### src/rtl/t03_gpio_bank.sv
// rtl/t03_gpio_bank.sv - memory-mapped GPIO bank; edge detect/irq built only with T03_GPIO_EDGE_IRQ_EN
module t03_gpio_bank #(
    parameter int          WIDTH       = 32,
    parameter logic [31:0] BASE_ADDR   = 32'hFFFF_FFF0,
    parameter int          SYNC_STAGES = 2
) (
    input  logic             clk,
    input  logic             nrst,
    input  logic             write_mem,
    input  logic             read_mem,
    input  logic [31:0]      data_address,
    input  logic [31:0]      data_to_write,
    input  logic [31:0]      data_from_mem,
    output logic [31:0]      data_read,
    output logic [WIDTH-1:0] IO_out,
    output logic [WIDTH-1:0] IO_enable,
    input  logic [WIDTH-1:0] IO_in,
    output logic             irq
);

    localparam logic [2:0] OFS_OUT   = 3'd0;
    localparam logic [2:0] OFS_SET   = 3'd1;
    localparam logic [2:0] OFS_CLR   = 3'd2;
    localparam logic [2:0] OFS_EN    = 3'd3;
    localparam logic [2:0] OFS_IN    = 3'd4;
    localparam logic [2:0] OFS_STAT  = 3'd5;
    localparam logic [2:0] OFS_MASK  = 3'd6;
    localparam logic [2:0] OFS_POL   = 3'd7;

    logic [31:0]      offset_full;
    logic             hit;
    logic [2:0]       offset;
    logic             wr_en;
    logic [WIDTH-1:0] wdata;
    logic [WIDTH-1:0] out_q;
    logic [WIDTH-1:0] en_q;
    logic [WIDTH-1:0] sync_q [SYNC_STAGES];
    logic [WIDTH-1:0] sync;
    logic [31:0]      reg_val;

    // The subtraction wraps, so one unsigned compare covers both ends of the window.
    assign offset_full = data_address - BASE_ADDR;
    assign hit         = (offset_full < 32'd8);
    assign offset      = offset_full[2:0];
    assign wr_en       = write_mem & hit;
    assign wdata       = data_to_write[WIDTH-1:0];
    assign sync        = sync_q[SYNC_STAGES-1];

    assign IO_out    = out_q;
    assign IO_enable = en_q;

    // Output and enable registers, including atomic set/clear of output bits.
    always_ff @(posedge clk or negedge nrst) begin
        if (!nrst) begin
            out_q <= '0;
            en_q  <= '0;
        end else if (wr_en) begin
            case (offset)
                OFS_OUT: out_q <= wdata;
                OFS_SET: out_q <= out_q | wdata;
                OFS_CLR: out_q <= out_q & ~wdata;
                OFS_EN:  en_q  <= wdata;
                default: ;
            endcase
        end
    end

    // Pad input synchroniser chain; the last stage is the architectural IN value.
    always_ff @(posedge clk or negedge nrst) begin
        if (!nrst) begin
            for (int i = 0; i < SYNC_STAGES; i++) sync_q[i] <= '0;
        end else begin
            sync_q[0] <= IO_in;
            for (int i = 1; i < SYNC_STAGES; i++) sync_q[i] <= sync_q[i-1];
        end
    end

`ifdef T03_GPIO_EDGE_IRQ_EN
    logic [WIDTH-1:0] sync_d;
    logic [WIDTH-1:0] edge_pol;
    logic [WIDTH-1:0] edge_mask;
    logic [WIDTH-1:0] edge_stat;
    logic [WIDTH-1:0] edge_det;
    logic [WIDTH-1:0] w1c;
    logic             irq_q;

    assign edge_det = (edge_pol & sync & ~sync_d) | (~edge_pol & ~sync & sync_d);
    assign w1c      = (wr_en && offset == OFS_STAT) ? wdata : '0;
    assign irq      = irq_q;

    // Edge status is sticky; a fresh edge beats a simultaneous W1C on the same bit.
    always_ff @(posedge clk or negedge nrst) begin
        if (!nrst) begin
            sync_d    <= '0;
            edge_stat <= '0;
            edge_mask <= '0;
            edge_pol  <= '0;
            irq_q     <= 1'b0;
        end else begin
            sync_d    <= sync;
            edge_stat <= (edge_stat & ~w1c) | edge_det;
            irq_q     <= |(edge_stat & edge_mask);
            if (wr_en && offset == OFS_MASK) edge_mask <= wdata;
            if (wr_en && offset == OFS_POL)  edge_pol  <= wdata;
        end
    end
`else
    assign irq = 1'b0;
`endif

    // Register readback mux; write-only and absent registers read as zero.
    always_comb begin
        reg_val = '0;
        case (offset)
            OFS_OUT:  reg_val[WIDTH-1:0] = out_q;
            OFS_EN:   reg_val[WIDTH-1:0] = en_q;
            OFS_IN:   reg_val[WIDTH-1:0] = sync;
`ifdef T03_GPIO_EDGE_IRQ_EN
            OFS_STAT: reg_val[WIDTH-1:0] = edge_stat;
            OFS_MASK: reg_val[WIDTH-1:0] = edge_mask;
            OFS_POL:  reg_val[WIDTH-1:0] = edge_pol;
`endif
            default:  reg_val = '0;
        endcase
    end

    // Mapped loads return register data; everything else, and any load under reset, sees memory.
    always_comb begin
        data_read = data_from_mem;
        if (read_mem && hit && nrst) data_read = reg_val;
    end

endmodule
### config.mk
export PLATFORM = sky130hd
export DESIGN_NAME = t03_gpio_bank
export DESIGN_NICKNAME = d
export VERILOG_FILES = /design/src/rtl/t03_gpio_bank.sv
export SDC_FILE = /design/constraint.sdc
export NUM_CORES = 1
export LEC_CHECK = 0
export ABC_AREA = 1
export BUFFER_PORTS_ARGS = -buffer_cell sky130_fd_sc_hd__buf_4
export CAP_MARGIN = 10
export CORE_MARGIN = 8
export CORE_UTILIZATION = 54
export CTS_CLUSTER_DIAMETER = 120
export CTS_CLUSTER_SIZE = 14
export DETAILED_ROUTE_END_ITERATION = 16
export PLACE_DENSITY = 0.82
export SLEW_MARGIN = 15
export SYNTH_ARGS = -nofsm -noshare
export SYNTH_HDL_FRONTEND = slang
export SYNTH_SLANG_ARGS = --single-unit
### constraint.sdc
create_clock -name clk -period 4 [get_ports clk]
set_input_delay 0.8 -clock clk [delete_from_list [all_inputs] [get_ports clk]]
set_output_delay 0.8 -clock clk [all_outputs]
set_load 0.1 [all_outputs]
==> qor.txt <==
outcome -> finished, final reports clean
Final Non-Filler Cells -> 1194
max_cap viols -> 0
Post-CTS Setup Bufs -> 0
Peak supply drop -> 352 uV
Final min period -> 3.71 ns
initial detailed-routing violation count -> 785
crit end category -> output port
Cell Rows -> 40
DRC violation count after routing -> 0
Routed Antenna Nets -> 0
post-synth net total -> 951
Placed Cells -> 1161
worst path cell trace -> buf_4, nand2_1, nor2_4, nand2_2, nor2_4, nand3_1, nand2_1, nand2_1, nor2_1, nand3_1, nor2_4, nand2_2, buf_12, o21ai_1, buf_4
Die H -> 125 microns
Worst Path Required -> 3.20 ns
Worst R2R Path Depth -> 4
Critical Path Max Stage Delay -> 0.32 ns
Mapped Area -> 6450 sq um
via/cell ratio -> 5.61
Starting Density -> 54.4%
total track usage -> 27.8%
Setup crit start kind -> input pin
port bufs -> 227
Final #Nets -> 1165
Detailed Route WL -> 21600 microns
Setup-failing EPs final -> 0
Least-Margin Pin Slew -> 0.955 ns
clk_skew -> 0.00472 ns
CP Capture Point -> data_read[11]
cts-stage hold buffer count -> 0
Critical Path Source -> data_address[5]
routed vias -> 6701
initial antenna violation count -> 1
CTS tree -> yes
GP Congestion -> 0.867
Clk pin slew, worst setup/hold paths -> 0.06 ns
flops & latches, synth -> 128
grt ovf -> 0
die area -> 15700 sq um
RSZ-0062 raised after global routing -> no
fill cell count -> 893
Worst path slowest cell -> buf_4
wire per inst -> 18.1 microns
first-pass GRT wire length -> 34800 microns
Clock Latency Late Sink -> 0.42 ns
worst reg2reg setup slack -> 2.99 ns
R2R Path Start -> IO_out[12]$_DFFE_PN0P_
number of global-route vias before repair -> 6772
IO Pins -> 229
Post-Synthesis Cells -> 819
fin crit share -> 92.9%
pwr/cell area -> 381 nW/um^2
Pleak -> 0.00472 uW
die width -> 125 microns
critical path peak fanout -> 32
Max Slew Vio Count -> 0
post-CTS sizing -> 0
Detailed Place HPWL -> 15100 microns
endpoints failing hold -> 0
P&R area growth vs syn -> 38.1%
worst hold path type -> register to register
Crit Path Class -> input pin to output port
largest net degree at the start of global routing -> 79
largest buffer count on any clock path -> 2
layout cell share with drive strength beyond 1 -> 27.8%
H-tree Lvls -> 4
library cells used by synthesis -> 28
worst reg2reg endpoint -> IO_out[12]$_DFFE_PN0P_
register area share after synthesis -> 49.6%
Root Driver -> clkbuf_16
CTS Buf Count -> 17
DR pass1 iterations -> 5
Slew Limit Headroom -> 36.3%
Fin Hold WS -> 0.344 ns
min-delay src -> sync_q[55]$_DFF_PN0_
Syn Area/Cell -> 7.88 sq um
Worst Path Arrival -> 2.91 ns
clk sinks -> 128
Max Fclk -> 269 MHz
Synth Warn # -> 0
Core ar. -> 11900 sq um
## state kept, by name (all words and copies together), names as in the netlist
signal / cells
IO_enable: 32
IO_out: 32
sync: 32
sync_q: 32
## final cells by class
type                            count  area (sq um)  area share (%)
Sequential cell                   128          3200            35.9
Multi-Input combinational cell    574          2790            31.3
Clock inverter                     14           169            1.90
Antenna cell                        1          2.50          0.0281
Inverter                           69           259            2.91
Timing Repair Buffer              243          1860            20.9
Clock buffer                       18           439            4.93
Tap cell                          147           184            2.06
## worst max-delay path: cells and delay by family
kind	cells	cell delay (ns)
compound gates	1	0.16
buf+inv	3	0.58
simple gates	11	1.36
## layer usage
metal | GRT usage, % | up-vias | routed length [microns]
li1 | - | 3172 | -
met1 | 32.6 | 3147 | 8310
met2 | 45.9 | 335 | 10800
met3 | 9.01 | 47 | 1920
met4 | 12.1 | 0 | 621
met5 | 0 | - | 0
## kinds of logic after synthesis
| family | count (synthesis) | share of synthesized area, % |
|---|---|---|
| XOR/XNOR | 1 | 0.136 |
| flip-flops | 128 | 49.6 |
| AND/OR/NAND/NOR | 448 | 30.5 |
| AO/OA/AOI/OAI | 124 | 12.2 |
| other | 1 | 0.0581 |
| buffers and inverters | 117 | 7.52 |
## cells in the final DEF (no fill, tap or decap), types with 6 or more instances in the layout
cell         n
nor2_1      51
a22o_1      23
clkbuf_16   17
a21oi_1     23
o22ai_1     32
nand3b_1     6
nand3_1     23
a221oi_1     9
dfrtp_1    128
inv_1       68
buf_4      240
o21ai_1     32
nor2_4       6
nand4_1     70
nand2_1    283
## worst min-delay path by stage
stage / to / slack [ns] / cells after the start
3_5_place_dp: sync[17]$_DFF_PN0_ / 0.33 / 0
6_report: sync[23]$_DFF_PN0_ / 0.34 / 0
2_1_floorplan: sync[0]$_DFF_PN0_ / 0.33 / 0
4_1_cts: sync[8]$_DFF_PN0_ / 0.35 / 0
5_1_grt: sync[4]$_DFF_PN0_ / 0.35 / 0
3_3_place_gp: sync[17]$_DFF_PN0_ / 0.33 / 0
## synth_stat cells
cell        n  share of area, %
o22ai_1    32               3.1
dfrtp_1   128                50
nand3b_1    6              0.70
buf_2      10              0.78
a221oi_1    9               1.2
o21ai_0     2              0.16
nand3_2     1              0.16
clkbuf_1   26               1.5
a22o_1     23               3.1
nand2_1   284                17
xor2_1      1              0.14
nand3_1    23               1.8
nor2_2      2              0.19
buf_1       4              0.23
nor2_4      5              0.87
nand2_2     2              0.19
nor3b_1     1              0.12
inv_2       1             0.058
buf_6       1              0.17
inv_1      68               4.0
buf_4       7              0.81
conb_1      1             0.058
nor2_1     53               3.1
nand4_1    70               6.8
o21ai_1    32               2.5
a21oi_1    24               1.9
o21bai_1    2              0.23
nor3_1      1             0.077
## power by group
group	switching, uW	total (uW)	internal [uW]
Clock	645	1600	957
Combinational	305	459	154
Sequential	9.38	1340	1330
Total	960	3400	2440
## metrics by stage
stage | util (%) | setup slack (ns) | total power (uW) | cell area [sq um] | setup TNS, ns
after floorplan | - | -0.311 | 1610 | 6450 | -9.96
after global placement | 70.0 | 0.330 | 1810 | 8300 | 0
after detailed placement | 70.0 | 0.338 | 1820 | 8300 | 0
after CTS | 75.1 | 0.283 | 3410 | 8910 | 0
after global routing | 75.1 | 0.0698 | 3500 | 8910 | 0
final | 75.1 | 0.286 | 3400 | 8910 | 0
Note: power is estimated with default switching activity, not from simulation.
